===== config.mk =====
export PLATFORM = sky130hd
export DESIGN_NAME = bcd_time_keeper
export DESIGN_NICKNAME = d
export VERILOG_FILES = /design/src/rtl/clock_pkg.sv /design/src/rtl/bcd_mod_counter.sv /design/src/rtl/bcd_time_keeper.sv
export SDC_FILE = /design/constraint.sdc
export NUM_CORES = 1
export LEC_CHECK = 0
export BUFFER_PORTS_ARGS = -buffer_cell sky130_fd_sc_hd__buf_2
export CELL_PAD_IN_SITES_DETAIL_PLACEMENT = 1
export CELL_PAD_IN_SITES_GLOBAL_PLACEMENT = 1
export CORE_MARGIN = 2
export CORE_UTILIZATION = 45
export CTS_CLUSTER_DIAMETER = 40
export CTS_CLUSTER_SIZE = 25
export DETAILED_ROUTE_END_ITERATION = 7
export GPL_TIMING_DRIVEN = 0
export PLACE_DENSITY = 0.91
export SYNTH_ARGS = -nofsm -noshare
export SYNTH_HDL_FRONTEND = slang
export SYNTH_SLANG_ARGS = --single-unit

===== constraint.sdc =====
create_clock -name CP1 -period 3.75 [get_ports CP1]
set_input_delay 0.75 -clock CP1 [delete_from_list [all_inputs] [get_ports CP1]]
set_output_delay 0.75 -clock CP1 [all_outputs]
set_load 0.02 [all_outputs]

===== src/rtl/clock_pkg.sv =====
// Shared constants and BCD helper for the timekeeping core.
// Mode encodings, BCD limits and alarm reset setpoint.
package clock_pkg;

    typedef enum logic [1:0] {
        MODE_RUN       = 2'd0,
        MODE_SET_TIME  = 2'd1,
        MODE_SET_ALARM = 2'd2
    } mode_e;

    localparam logic [7:0] BCD_59      = 8'h59;
    localparam logic [7:0] BCD_23      = 8'h23;
    localparam logic [7:0] ALARM_RST_H = 8'h07;
    localparam logic [7:0] ALARM_RST_M = 8'h00;

    function automatic logic [7:0] bcd_inc(
        input logic [7:0] v,
        input logic [7:0] lim
    );
        logic [7:0] r;
        if (v >= lim) begin
            r = 8'h00;
        end else if (v[3:0] == 4'd9) begin
            r = {v[7:4] + 4'd1, 4'h0};
        end else begin
            r = {v[7:4], v[3:0] + 4'd1};
        end
        return r;
    endfunction

endpackage


===== src/rtl/bcd_mod_counter.sv =====
// Packed-BCD modulo counter with synchronous clear.
// Steps when both enable and carry-in are high; wraps past LIMIT.
module bcd_mod_counter
    import clock_pkg::*;
#(
    parameter logic [7:0] LIMIT   = 8'h59,
    parameter logic [7:0] RST_VAL = 8'h00
) (
    input  logic       clk_i,
    input  logic       rst_i,
    input  logic       clr_i,
    input  logic       en_i,
    input  logic       cin_i,
    output logic [7:0] val_o,
    output logic       co_o
);

    logic [7:0] val_q;
    logic [7:0] val_d;
    logic       step;

    assign step = en_i & cin_i & ~clr_i;

    always_comb begin
        val_d = val_q;
        if (clr_i) begin
            val_d = 8'h00;
        end else if (step) begin
            val_d = bcd_inc(val_q, LIMIT);
        end
    end

    always_ff @(posedge clk_i or posedge rst_i) begin
        if (rst_i) begin
            val_q <= RST_VAL;
        end else begin
            val_q <= val_d;
        end
    end

    assign val_o = val_q;
    assign co_o  = step & (val_q == LIMIT);

endmodule


===== src/rtl/bcd_time_keeper.sv =====
// 24-hour packed-BCD clock with alarm setpoint, button set protocol,
// alarm ring and hourly chime flags.
module bcd_time_keeper
    import clock_pkg::*;
#(
    parameter int TICKS_PER_SEC = 50_000_000
) (
    input  logic       CP1,
    input  logic       Reset,
    input  logic [1:0] Mode,
    input  logic       AdjHour,
    input  logic       AdjMinute,
    input  logic       AlarmEn,
    output logic [7:0] Hour,
    output logic [7:0] Minutes,
    output logic [7:0] Second,
    output logic [7:0] AHour,
    output logic [7:0] AMinutes,
    output logic       AlarmRing,
    output logic       HourChime
);

    localparam int PW = (TICKS_PER_SEC > 1) ? $clog2(TICKS_PER_SEC) : 1;
    localparam logic [PW-1:0] PRE_MAX = PW'(TICKS_PER_SEC - 1);

    logic          set_time;
    logic          set_alarm;
    logic          running;
    logic [PW-1:0] pre_q;
    logic [PW-1:0] pre_d;
    logic          sec_tick;
    logic [2:0]    hbtn_q;
    logic [2:0]    mbtn_q;
    logic          hr_edge;
    logic          min_edge;
    logic          sec_co;
    logic          min_co;
    logic          hr_co;
    logic          amin_co;
    logic          ahr_co;
    logic          ring_q;
    logic          ring_d;
    logic          chime_q;
    logic          chime_d;
    logic          unused_co;

    assign set_time  = (Mode == MODE_SET_TIME);
    assign set_alarm = (Mode == MODE_SET_ALARM);
    assign running   = ~set_time;

    always_comb begin
        pre_d = pre_q + PW'(1);
        if (set_time || pre_q == PRE_MAX) begin
            pre_d = '0;
        end
    end

    assign sec_tick = running & (pre_q == PRE_MAX);

    // [0],[1] synchronize; [2] holds the previous synchronized level
    always_ff @(posedge CP1 or posedge Reset) begin
        if (Reset) begin
            pre_q   <= '0;
            hbtn_q  <= '0;
            mbtn_q  <= '0;
            ring_q  <= 1'b0;
            chime_q <= 1'b0;
        end else begin
            pre_q   <= pre_d;
            hbtn_q  <= {hbtn_q[1:0], AdjHour};
            mbtn_q  <= {mbtn_q[1:0], AdjMinute};
            ring_q  <= ring_d;
            chime_q <= chime_d;
        end
    end

    assign hr_edge  = hbtn_q[1] & ~hbtn_q[2];
    assign min_edge = mbtn_q[1] & ~mbtn_q[2];

    bcd_mod_counter #(.LIMIT(BCD_59), .RST_VAL(8'h00)) u_sec (
        .clk_i (CP1),
        .rst_i (Reset),
        .clr_i (set_time),
        .en_i  (running),
        .cin_i (sec_tick),
        .val_o (Second),
        .co_o  (sec_co)
    );

    bcd_mod_counter #(.LIMIT(BCD_59), .RST_VAL(8'h00)) u_min (
        .clk_i (CP1),
        .rst_i (Reset),
        .clr_i (1'b0),
        .en_i  (1'b1),
        .cin_i ((running & sec_co) | (set_time & min_edge)),
        .val_o (Minutes),
        .co_o  (min_co)
    );

    // Minute wrap while setting must not ripple into the hour
    bcd_mod_counter #(.LIMIT(BCD_23), .RST_VAL(8'h00)) u_hr (
        .clk_i (CP1),
        .rst_i (Reset),
        .clr_i (1'b0),
        .en_i  (1'b1),
        .cin_i ((running & min_co) | (set_time & hr_edge)),
        .val_o (Hour),
        .co_o  (hr_co)
    );

    bcd_mod_counter #(.LIMIT(BCD_59), .RST_VAL(ALARM_RST_M)) u_amin (
        .clk_i (CP1),
        .rst_i (Reset),
        .clr_i (1'b0),
        .en_i  (set_alarm),
        .cin_i (min_edge),
        .val_o (AMinutes),
        .co_o  (amin_co)
    );

    bcd_mod_counter #(.LIMIT(BCD_23), .RST_VAL(ALARM_RST_H)) u_ahr (
        .clk_i (CP1),
        .rst_i (Reset),
        .clr_i (1'b0),
        .en_i  (set_alarm),
        .cin_i (hr_edge),
        .val_o (AHour),
        .co_o  (ahr_co)
    );

    assign unused_co = ^{hr_co, amin_co, ahr_co};

    always_comb begin
        ring_d  = AlarmEn & running
                & (Hour == AHour) & (Minutes == AMinutes);
        chime_d = running & (Minutes == 8'h00) & (Second <= 8'h04);
    end

    assign AlarmRing = ring_q;
    assign HourChime = chime_q;

endmodule


; ---- After elaboration in Yosys (flattened, before gate mapping)
; Index checks and enable logic that the tools add are counted.
[word_totals]
ff_bits = 74
inputBits = 7
out_inout_bits = 42
wordCells = 93
[classes]
n_addsub = 11
order_cmp = 6
eq_ne = 12
muxes = 13
bitwise = 23
reduce_logical = 13
[op_table]
columns = cell, count
row1 = $mux 8, 12
row2 = $add 4x1->4 const B, 10
row3 = $add 26x1->26 const B, 1
row4 = $eq 26x26->1 const B, 1
row5 = $mux 26, 1
row6 = $ge 8x7->1 const B, 3
row7 = $eq 4x4->1 const B, 5
row8 = $and 1x1->1, 18
row9 = $eq 8x7->1 const B, 2
row10 = $eq 8x8->1, 2
row11 = $ge 8x6->1 const B, 2
row12 = $reduce_and 2->1, 5
row13 = $reduce_bool 2->1, 5
row14 = $le 8x3->1 const B, 1
row15 = $logic_not 8->1, 1
row16 = $not 1->1, 3
row17 = $reduce_bool 3->1, 1
row18 = $eq 2x1->1 const B, 1
row19 = $eq 2x2->1 const B, 1
row20 = $or 1x1->1, 2
row21 = $logic_or 1x1->1, 1

; ---- Logic depth before layout (Yosys ltp)
; Gate-level depths: netlist (run 1).
[logic_depth]
word_depth = 12
mapped_depth = 8
depth_no_buf = 7

; ---- Cells and area by module
; A second synthesis (run 1) with hierarchy kept.
[unflattened]
cells_unflattened = 456
hier_area_um2 = 4406.7
[modules_own_cells]
columns = module, instances, cells_per_inst, area_each_um2, seq_area_each_um2
row1 = bcd_time_keeper, 1, 193, 1901.8, 850.8
row2 = bcd_mod_counter at u_amin ..., 3, 55, 514.2, 200.2
row3 = bcd_mod_counter at u_ahr, 1, 49, 483.0, 203.9
row4 = bcd_mod_counter at u_hr, 1, 49, 479.2, 200.2

; ---- Worst setup path after synthesis (run 1)
; Ideal clock, no wire load.
[synth_timing]
kind = register to register
start = reg u_sec.val_q[0], in the netlist u_sec.val_o[0]
end = reg u_hr.val_q[1], in the netlist u_hr.val_o[1]
setup_ns = 0.125
arrival_ns = 2.480
required_ns = 3.625
path_slack_ns = 1.146
path_stages_with_launch = 8
path_buffers = 2
synth_period_minus_slack_ns = 2.604
path_cell_list = dfrtp_1 > clkbuf_1 > nor4bb_1 > nand4b_1 > nor4_4 > or2_2 > clkbuf_1 > mux2_2
[synth_via]
elab_chain_cells = 7
[synth_rtl]
columns = element, line_no
row1 = from (decl), bcd_mod_counter.sv:18  ; logic [7:0] val_q;
row2 = from (signal assigned), bcd_mod_counter.sv:37  ; val_q <= val_d;
row3 = $eq 8x7->1, bcd_mod_counter.sv:42  ; assign co_o = step & (val_q == LIMIT);
row4 = $and 1x1->1, bcd_mod_counter.sv:42
row5 = $and 1x1->1, bcd_time_keeper.sv:95  ; .cin_i ((running & sec_co) | (set_time & min_edge)),
row6 = $or 1x1->1, bcd_time_keeper.sv:95
row7 = $and 1x1->1, bcd_mod_counter.sv:42
row8 = $and 1x1->1, bcd_time_keeper.sv:106  ; .cin_i ((running & min_co) | (set_time & hr_edge)),
row9 = $or 1x1->1, bcd_time_keeper.sv:106
row10 = to (signal assigned), bcd_mod_counter.sv:37
row11 = to (decl), bcd_mod_counter.sv:18
; Every way passes these cells.
; A chain may end at the register's enable or synchronous reset.

; ---- Worst setup path in the final report (run 1)
; Same ends and word-level chain as after synthesis.

==> results of run 1 <==
## metal layers
layer / GRT usage / up-vias / part of all wire
li1: - / 1617 / -
met1: 0.294 / 1759 / 0.42
met2: 0.435 / 74 / 0.53
met3: 0.0362 / 19 / 0.032
met4: 0.0854 / 0 / 0.019
met5: 0 / - / 0
## logic make-up after synthesis
family / synth area share
mux: 0.0160
fa+ha+maj: 0.0555
buf+inv: 0.0373
flops: 0.458
compound gates: 0.118
simple gates: 0.234
xor+xnor: 0.0821
## final cells by class
cell class / count / share of cell area
multi-input cells: 314 / 0.441
flip-flops and latches: 74 / 0.400
repair buffers: 49 / 0.0561
clock buffers: 13 / 0.0321
well taps: 108 / 0.0291
inverters: 22 / 0.0183
plain buffers: 16 / 0.0148
clock inverters: 3 / 0.00863
## worst max-delay path: cells and delay by family, from the launching register on
kind | cells | cell delay (ns)
and+or+nand+nor | 4 | 1.87
DFF | 1 | 0.34
muxes | 1 | 0.37
buffers and inverters | 2 | 0.60
## power groups by stage
stage	clock, mW	sequential [mW]	combinational (mW)
finish	0.635	1.01	0.593
global route	0.677	1.03	0.654
detailed placement	0	1.03	0.579
global placement	0	1.02	0.543
CTS	0.646	1.01	0.598
floorplan	0	1.08	0.328
## placed cells by master (no fill, tap or decap), types with 3 or more instances in the layout
master     Yosys  routed
nor3_1         7       7
nand3_1       25      25
xnor2_1       19      19
a22o_1         3       3
nor2_1        42      42
dfstp_2        3       3
nor4_1         8       8
dfrtp_1       71      71
a21oi_1       12      12
o21ai_0       24      24
clkbuf_1      14      17
nand4_1        9       9
nand3b_1       6       6
nor4bb_1       3       3
mux2_2         4       4
nor2b_1        9       9
buf_2          1      49
nor3b_1        4       4
inv_1         22      21
nand2_1       32      32
or3_1          5       5
and3_1         6       6
o31ai_1        5       5
o2bb2ai_1      3       3
nand2b_1       5       5
clkbuf_8       0      10
ha_1          18      18
o22ai_1        5       5
o21a_1         3       3
and2_1         6       6
xor2_1        19      19
a32o_1         3       3
## sequential cells by signal (all words and copies together) (netlist names)
signal	flops
u_hr.val_o	8
u_min.val_o	8
u_sec.val_o	8
mbtn_q	3
u_ahr.val_o	8
HourChime	1
pre_q	26
AlarmRing	1
hbtn_q	3
u_amin.val_o	8
## metrics by stage
stage                     area [um^2]  power [mW]  worst slack, ns  instances  hold slack (ns)
after floorplan                  4060        1.41             1.12        426            0.331
after global placement           4430        1.56            0.210        582            0.357
after detailed placement         4450        1.61            0.493        583            0.388
after CTS                        4640        2.26            0.427        599            0.400
after global routing             4640        2.36            0.101        599            0.404
final                            4640        2.24            0.449        599            0.390
## worst min path at each step
stage               from         endpoint  slack, ns  cells after the start
2_1_floorplan  hbtn_q[0]        hbtn_q[1]       0.33                      0
3_3_place_gp   hbtn_q[0]        hbtn_q[1]       0.36                      0
3_5_place_dp   hbtn_q[0]        hbtn_q[1]       0.39                      0
4_1_cts            Reset  u_amin.val_o[6]       0.40                      2
5_1_grt        mbtn_q[0]        mbtn_q[1]       0.40                      0
6_report           Reset  u_amin.val_o[6]       0.39                      2
==> results.cfg, run 1 <==
[sta]
setup-tns-final_ns = 0
period_share = 0.880
max_freq_mhz = 303
rsz0062_at_grt = false
slew_viol_final = 0
hold_viol_final = 0
skew_ns = 0.0145
finalSetupViolations = 0
max-slew-margin-rel = 0.208
worst_slew_pin_slew_ns = 1.18
layout_min_cycle_time_ns = 3.30

[setup_path]
end_kind = flip-flop
cp.arrival_ns = 3.55
cp_cell_sequence = clkbuf_1, nor4bb_1, nand4b_1, nor4_4, or2_2, clkbuf_1, mux2_2
reg2reg_from = u_sec.val_o[0]
r2r_slack_ns = 0.45
rr_endpoint = u_hr.val_o[1]
cpMostUsedCell = clkbuf_1
worst_r2r_path_depth = 7
path_max_fanout = 10
startpoint = u_sec.val_o[0]
crit_end = u_hr.val_o[1]
cpMaxStageDelayCell = nor4bb_1
crit_required_ns = 4.00
worstSetupStartpointType = flip-flop
critPathKind = reg -> reg
slowest_delay_ns = 0.71

[die]
start_util = 0.465
core.rowCount = 34
design.portCount = 49
die_area_um2 = 9790
fp.dieH_um = 98.9
coreArea_um2 = 8720
die_w_um = 98.9

[logic_synthesis]
synth_edf_count = 0
synth_top_cell_by_area = dfrtp_1
yosysSeqAreaShare = 0.458
yosysWarnings = 0
synth_area_leaders = dfrtp_1 (44%), ha_1 (5.6%), xnor2_1 (4.1%)
synth_flop_cell = dfrtp_1
syn-cell-area_um2 = 4060
async_reset_ff_frac = 1.00
synthesis.nets = 451
ys_top_cells_by_count = dfrtp_1 (71), nor2_1 (42), nand2_1 (32)
yosysMostFrequentCell = dfrtp_1
netlist.area_leader.share = 0.438
synth_seq_cells = 74
avgSynthCellArea_um2 = 9.52
syn_inst = 426
ys_types = 53

[cts]
numCtsBuffers = 9
cts_num_sinks = 74
cts_tree = yes
cts_setup_buffers = 0
clkLatencyLatePin_ns = 0.36
clk_pin_slew_worst_paths_ns = 0.09
cts_resized = 0
cts-root-buf = clkbuf_8
cts_buffer_depth = 2
cts_hold_buf = 0
cts_max_level = 3

[routing]
vias_per_cell = 5.79
vias = 3469
drt_iter0_markers = 181
drt-wirelength-per-cell_um = 18.9
postRouteAntennaNets = 0
drt-pass1-iter-count = 4
drcViolationCount = 0
postRouteWirelength_um = 11300

[cells_and_area]
fillers = 998
antenna_cells = 0
nets = 511
register_area_um2 = 1860
drive_gt1_frac = 0.155
multi_input_area_um2 = 2050
final_util = 0.532
area_growth_pct = 14.5

[power_and_ir_drop]
power_switching_uw = 793
netSwitchingFraction = 0.354
p_leak_nw = 2.10
power_density_nw_per_um2 = 483
comb_power_share = 0.265
p_int_mw = 1.45
seq_power_share = 0.452
vdd_drop_max_mv = 0.331
clkPwrFrac = 0.284

[grt]
first_global_vias = 3704
overflow = 0
grtUsageTotal = 0.242
grt_max_degree = 45
antenna_found_initial = 0
grt_first_pass_wirelength_um = 18800

[placed_design]
portBuffers = 48
place_congestion = 0.827
dp_hpwl_um = 7670

[worst_hold_path]
holdCritPathClass = in -> async

[outcome]
status = finished, final reports clean

[job]
cap_violations = 0
Power figures use the tool's default switching activity.
==> inputs of run 2 (changes only) <==
--- a/config.mk
+++ b/config.mk
@@ -6,15 +6,15 @@
 export NUM_CORES = 1
 export LEC_CHECK = 0
 export BUFFER_PORTS_ARGS = -buffer_cell sky130_fd_sc_hd__buf_2
-export CELL_PAD_IN_SITES_DETAIL_PLACEMENT = 1
-export CELL_PAD_IN_SITES_GLOBAL_PLACEMENT = 1
+export CELL_PAD_IN_SITES_DETAIL_PLACEMENT = 0
+export CELL_PAD_IN_SITES_GLOBAL_PLACEMENT = 2
 export CORE_MARGIN = 2
-export CORE_UTILIZATION = 45
+export CORE_UTILIZATION = 33
 export CTS_CLUSTER_DIAMETER = 40
 export CTS_CLUSTER_SIZE = 25
 export DETAILED_ROUTE_END_ITERATION = 7
 export GPL_TIMING_DRIVEN = 0
-export PLACE_DENSITY = 0.91
+export PLACE_DENSITY = 0.87
 export SYNTH_ARGS = -nofsm -noshare
 export SYNTH_HDL_FRONTEND = slang
 export SYNTH_SLANG_ARGS = --single-unit
==> constraint.sdc (replaced) <==
create_clock -name CP1 -period 2.7 [get_ports CP1]
set_input_delay 0.54 -clock CP1 [delete_from_list [all_inputs] [get_ports CP1]]
set_output_delay 0.54 -clock CP1 [all_outputs]
set_load 0.02 [all_outputs]
==> run 2 against run 1 <==
Compared with the run above: design area is 4.2% higher; global-route usage is 9.7 points lower; via count is 6.5% lower; register-to-register slack worse by 0.34 ns.
==> results.cfg, run 2 (synthesis gave the netlist of run 1 again) <==
[worst_hold_path]
holdCritPathClass = in -> async

[sta]
worst_slew_pin_slew_ns = 1.03
max_freq_mhz = 386
period_share = 0.960
rsz0062_at_grt = false
setup_slack_ns = 0.108
hold_slack_ns = 0.181
finalSetupViolations = 0
layout_min_cycle_time_ns = 2.59
skew_ns = 0.00927
setup-tns-final_ns = 0
max-slew-margin-rel = 0.311
hold_viol_final = 0
slew_viol_final = 0

[grt]
antenna_found_initial = 0
grt_max_degree = 53
grt_first_pass_wirelength_um = 15200
first_global_vias = 3123
grtUsageTotal = 0.144
overflow = 0

[cells_and_area]
antenna_cells = 0
postLayoutCellArea_um2 = 4840
drive_gt1_frac = 0.175
instances_no_fill = 638
final_common_cell = dfrtp_1
final_util = 0.403
largest_reg_flops = 26
nets = 512
regMostFlops = pre_q
area_growth_pct = 19.3
layout_common_cells = dfrtp_1 (71), buf_2 (48), nor2_1 (42)
fillers = 1216

[setup_path]
end_kind = flip-flop
crit_required_ns = 2.91
path_max_fanout = 9
critPathKind = reg -> reg
worstSetupStartpointType = flip-flop
cp.arrival_ns = 2.80

[cts]
cts-root-buf = clkbuf_16
cts_buffer_depth = 2
clkLatencyLatePin_ns = 0.33
numCtsBuffers = 9
cts_num_sinks = 74
clk_pin_slew_worst_paths_ns = 0.06
cts_max_level = 3
cts_tree = yes
cts_hold_buf = 0

[routing]
postRouteAntennaNets = 0
drt-pass1-iter-count = 4
postRouteWirelength_um = 9130
vias = 3244
drt_iter0_markers = 135
drt-wirelength-per-cell_um = 14.3
drcViolationCount = 0
vias_per_cell = 5.08

[placed_design]
placed_cells = 622
portBuffers = 48
pre_cts_ws_ns = -0.316
placed_area_um2 = 4510
place_congestion = 0.767
dp_hpwl_um = 6500

[die]
die_w_um = 115
coreArea_um2 = 12000
design.portCount = 49
fp.dieH_um = 115
die_area_um2 = 13200
start_util = 0.338
core.rowCount = 40

[power_and_ir_drop]
p_leak_nw = 2.16
vdd_drop_max_mv = 0.282
power_density_nw_per_um2 = 681
finalPower_mw = 3.29

[outcome]
status = finished, final reports clean

[job]
cap_violations = 0
-- run 2: path summary, 6_finish.rpt --
| path | from | to | slack (ns) | depth (start not counted) |
|---|---|---|---|---|
| max in group asynchronous | Reset | u_ahr.val_o[0] | 1.94 | 3 |
| worst max-delay path | pre_q[9] | u_min.val_o[4] | 0.11 | 6 |
| worst max register to register | pre_q[9] | u_min.val_o[4] | 0.11 | 6 |
| worst min-delay path | Reset | u_ahr.val_o[7] | 0.18 | 2 |
| min in group CP1 | AdjHour | hbtn_q[0] | 0.32 | 1 |
| worst min register to register | mbtn_q[0] | mbtn_q[1] | 0.35 | 0 |
-- run 2: area by class of cell --
type	count	area, um^2	share of cell area
Multi-Input combinational cell	314	2090	0.431
Timing Repair Buffer	53	298	0.0615
Clock inverter	2	12.5	0.00259
Clock buffer	13	260	0.0538
Sequential cell	74	1860	0.384
Tap cell	147	184	0.0380
Inverter	22	85.1	0.0176
Buffer	13	57.6	0.0119
-- run 2: worst max-delay path, stage by stage (launching register included) --
cell,delay (ns)
dfrtp_1,0.39
or4b_1,0.50
or4_4,0.57
or3_1,0.35
buf_6,0.15
a22o_1,0.25
mux2_2,0.26
-- run 2: power by group --
| part | internal [mW] | total [mW] | switching (mW) | leakage [nW] |
|---|---|---|---|---|
| combinational | 0.320 | 0.783 | 0.463 | 1.07 |
| sequential | 1.24 | 1.41 | 0.166 | 0.963 |
| clock | 0.666 | 1.11 | 0.440 | 0.132 |
-- run 2: metal layers --
metal | part of all wire | track usage | vias to the layer above
met2 | 0.46 | 0.222 | 49
met5 | 0 | 0 | -
li1 | - | - | 1617
met3 | 0.029 | 0.0248 | 8
met4 | 0.0090 | 0.0554 | 0
met1 | 0.50 | 0.204 | 1570
-- run 2: timing repair --
action / in CTS / in global routing
pin swaps: 2 / 2
endpoints found under the setup margin: 30 / 26
endpoints found under the hold margin: 0 / 0
resized for setup: 5 / 6
setup buffers: 4 / 0
==> inputs of run 3 (changes only) <==
--- a/config.mk
+++ b/config.mk
@@ -9,12 +9,12 @@
 export CELL_PAD_IN_SITES_DETAIL_PLACEMENT = 0
 export CELL_PAD_IN_SITES_GLOBAL_PLACEMENT = 2
 export CORE_MARGIN = 2
-export CORE_UTILIZATION = 33
+export CORE_UTILIZATION = 37
 export CTS_CLUSTER_DIAMETER = 40
 export CTS_CLUSTER_SIZE = 25
 export DETAILED_ROUTE_END_ITERATION = 7
 export GPL_TIMING_DRIVEN = 0
-export PLACE_DENSITY = 0.87
+export PLACE_DENSITY = 0.91
 export SYNTH_ARGS = -nofsm -noshare
 export SYNTH_HDL_FRONTEND = slang
 export SYNTH_SLANG_ARGS = --single-unit
==> constraint.sdc (replaced) <==
create_clock -name CP1 -period 2.6 [get_ports CP1]
set_input_delay 0.52 -clock CP1 [delete_from_list [all_inputs] [get_ports CP1]]
set_output_delay 0.52 -clock CP1 [all_outputs]
set_load 0.02 [all_outputs]
==> run 3 against run 2 <==
Compared with the run above: combinational power grew 5.0%; register-to-register slack lost 0.06 ns; clock skew is essentially flat; fmax grew 1.7%; critical path type unchanged; largest power group unchanged.
==> results.cfg, run 3 (synthesis gave the netlist of run 1 again) <==
[cells_and_area]
instances_no_fill = 637
nets = 517
antenna_cells = 0
layout_common_cells = dfrtp_1 (71), buf_2 (48), nor2_1 (42)
drive_gt1_frac = 0.205
final_util = 0.455
largest_reg_flops = 26
final_common_cell = dfrtp_1
area_growth_pct = 20.5
regMostFlops = pre_q

[sta]
finalSetupViolations = 0
period_share = 0.980
rsz0062_at_grt = true
layout_min_cycle_time_ns = 2.55
max-slew-margin-rel = 0.352
hold_slack_ns = 0.117
worst_slew_pin_slew_ns = 0.964
skew_ns = 0.00912
hold_viol_final = 0
slew_viol_final = 0
max_freq_mhz = 392
setup_slack_ns = 0.0513

[routing]
met1Wirelength_um = 4600
wl_met3_um = 260
drt-pass1-iter-count = 7
drt-wirelength-per-cell_um = 14.4
met2_length_um = 4130
vias_per_cell = 5.25
vias = 3346
drcViolationCount = 0
drt_iter0_markers = 196
postRouteWirelength_um = 9140
postRouteAntennaNets = 0
route.top_layer_used = met4

[grt]
overflow = 0
antenna_found_initial = 0
grtUsageTotal = 0.167
first_global_vias = 3103
grt_first_pass_wirelength_um = 15500
grt_max_degree = 55

[cts]
clkLatencyLatePin_ns = 0.35
cts-root-buf = clkbuf_8
cts_buffer_depth = 2
numCtsBuffers = 9
cts_num_sinks = 74
clk_pin_slew_worst_paths_ns = 0.08
cts_tree = yes
cts_max_level = 3
cts_hold_buf = 0

[setup_path]
cp_cell_sequence = or4b_1, or4_4, or3_4, buf_6, a22o_1, mux2_2
path_max_fanout = 6
worst-path-buf-inv = 1
cp.arrival_ns = 2.79
startpoint = pre_q[16]
reg2reg_from = pre_q[16]
cpMaxStageDelayCell = or4_4
crit_required_ns = 2.84
critical_path.top_delay_family = simple AND/OR/NAND/NOR gates
worstSetupStartpointType = flip-flop
end_kind = flip-flop
critPathKind = reg -> reg
slowest_delay_ns = 0.55

[die]
die_area_um2 = 11800
die_w_um = 109
design.portCount = 49
coreArea_um2 = 10700
start_util = 0.377
fp.dieH_um = 109
core.rowCount = 38

[placed_design]
portBuffers = 48
placed_cells = 615
pre_cts_ws_ns = -0.358
place_congestion = 0.812
dp_hpwl_um = 6420

[power_and_ir_drop]
comb_power_share = 0.244
netSwitchingFraction = 0.330
finalPower_mw = 3.37
p_leak_nw = 2.18
seq_power_share = 0.432
power_density_nw_per_um2 = 689
power_switching_mw = 1.11
vdd_drop_max_mv = 0.307
clkPwrFrac = 0.324
p_int_mw = 2.25

[worst_hold_path]
holdCritPathClass = in -> async

[job]
cap_violations = 0

[outcome]
status = finished, final reports clean
run 3: final cells by class:
cell class | instances | area [um^2]
Clock inverter | 7 | 118
Buffer | 11 | 51.3
Multi-Input combinational cell | 314 | 2110
Clock buffer | 9 | 124
Sequential cell | 74 | 1860
Timing Repair Buffer | 60 | 363
Tap cell | 140 | 175
Fill cell | 1078 | 5860
Inverter | 22 | 85.1
run 3: per-layer routing:
layer / vias up / GRT usage
met3: 13 / 0.0275
met2: 65 / 0.250
met4: 0 / 0.0659
li1: 1640 / -
met5: - / 0
met1: 1628 / 0.241
run 3: timing repair:
action	CTS	global route
pin swaps	5	3
resized for setup	10	8
setup endpoints to repair	32	34
buffers inserted	9	2
run 3: through the flow:
| step | TNS (ns) | cell area (um^2) |
|---|---|---|
| floorplan | 0 | 4060 |
| global placement | -59.38 | 4480 |
| detailed placement | -6.73 | 4510 |
| CTS | -0.000680 | 4870 |
| global route | -0.0256 | 4890 |
| finish | 0 | 4890 |
run 3: final timing paths:
check,end,slack (ns),cells past startpoint
worst max-delay path,u_min.val_o[4],0.05,6
worst min-delay path,u_ahr.val_o[7],0.12,2
worst max register to register,u_min.val_o[4],0.05,6
worst min register to register,mbtn_q[1],0.36,0
max in group asynchronous,u_ahr.val_o[0],1.90,3
min in group CP1,mbtn_q[0],0.27,1
run 3: power groups by stage:
| stage | clock (mW) | combinational, mW | sequential, mW |
|---|---|---|---|
| 2_1_floorplan | 0 | 0.473 | 1.56 |
| 3_3_place_gp | 0 | 0.797 | 1.48 |
| 3_5_place_dp | 0 | 0.817 | 1.48 |
| 4_1_cts | 1.12 | 0.822 | 1.46 |
| 5_1_grt | 1.18 | 0.920 | 1.48 |
| 6_report | 1.09 | 0.822 | 1.45 |
run 3: worst reg2reg max path: cells and delay by family, from the launching register on:
| family | cells | cell delay, ns |
|---|---|---|
| simple gates | 3 | 1.42 |
| flops | 1 | 0.39 |
| mux | 1 | 0.27 |
| compound gates | 1 | 0.23 |
| buf+inv | 1 | 0.14 |
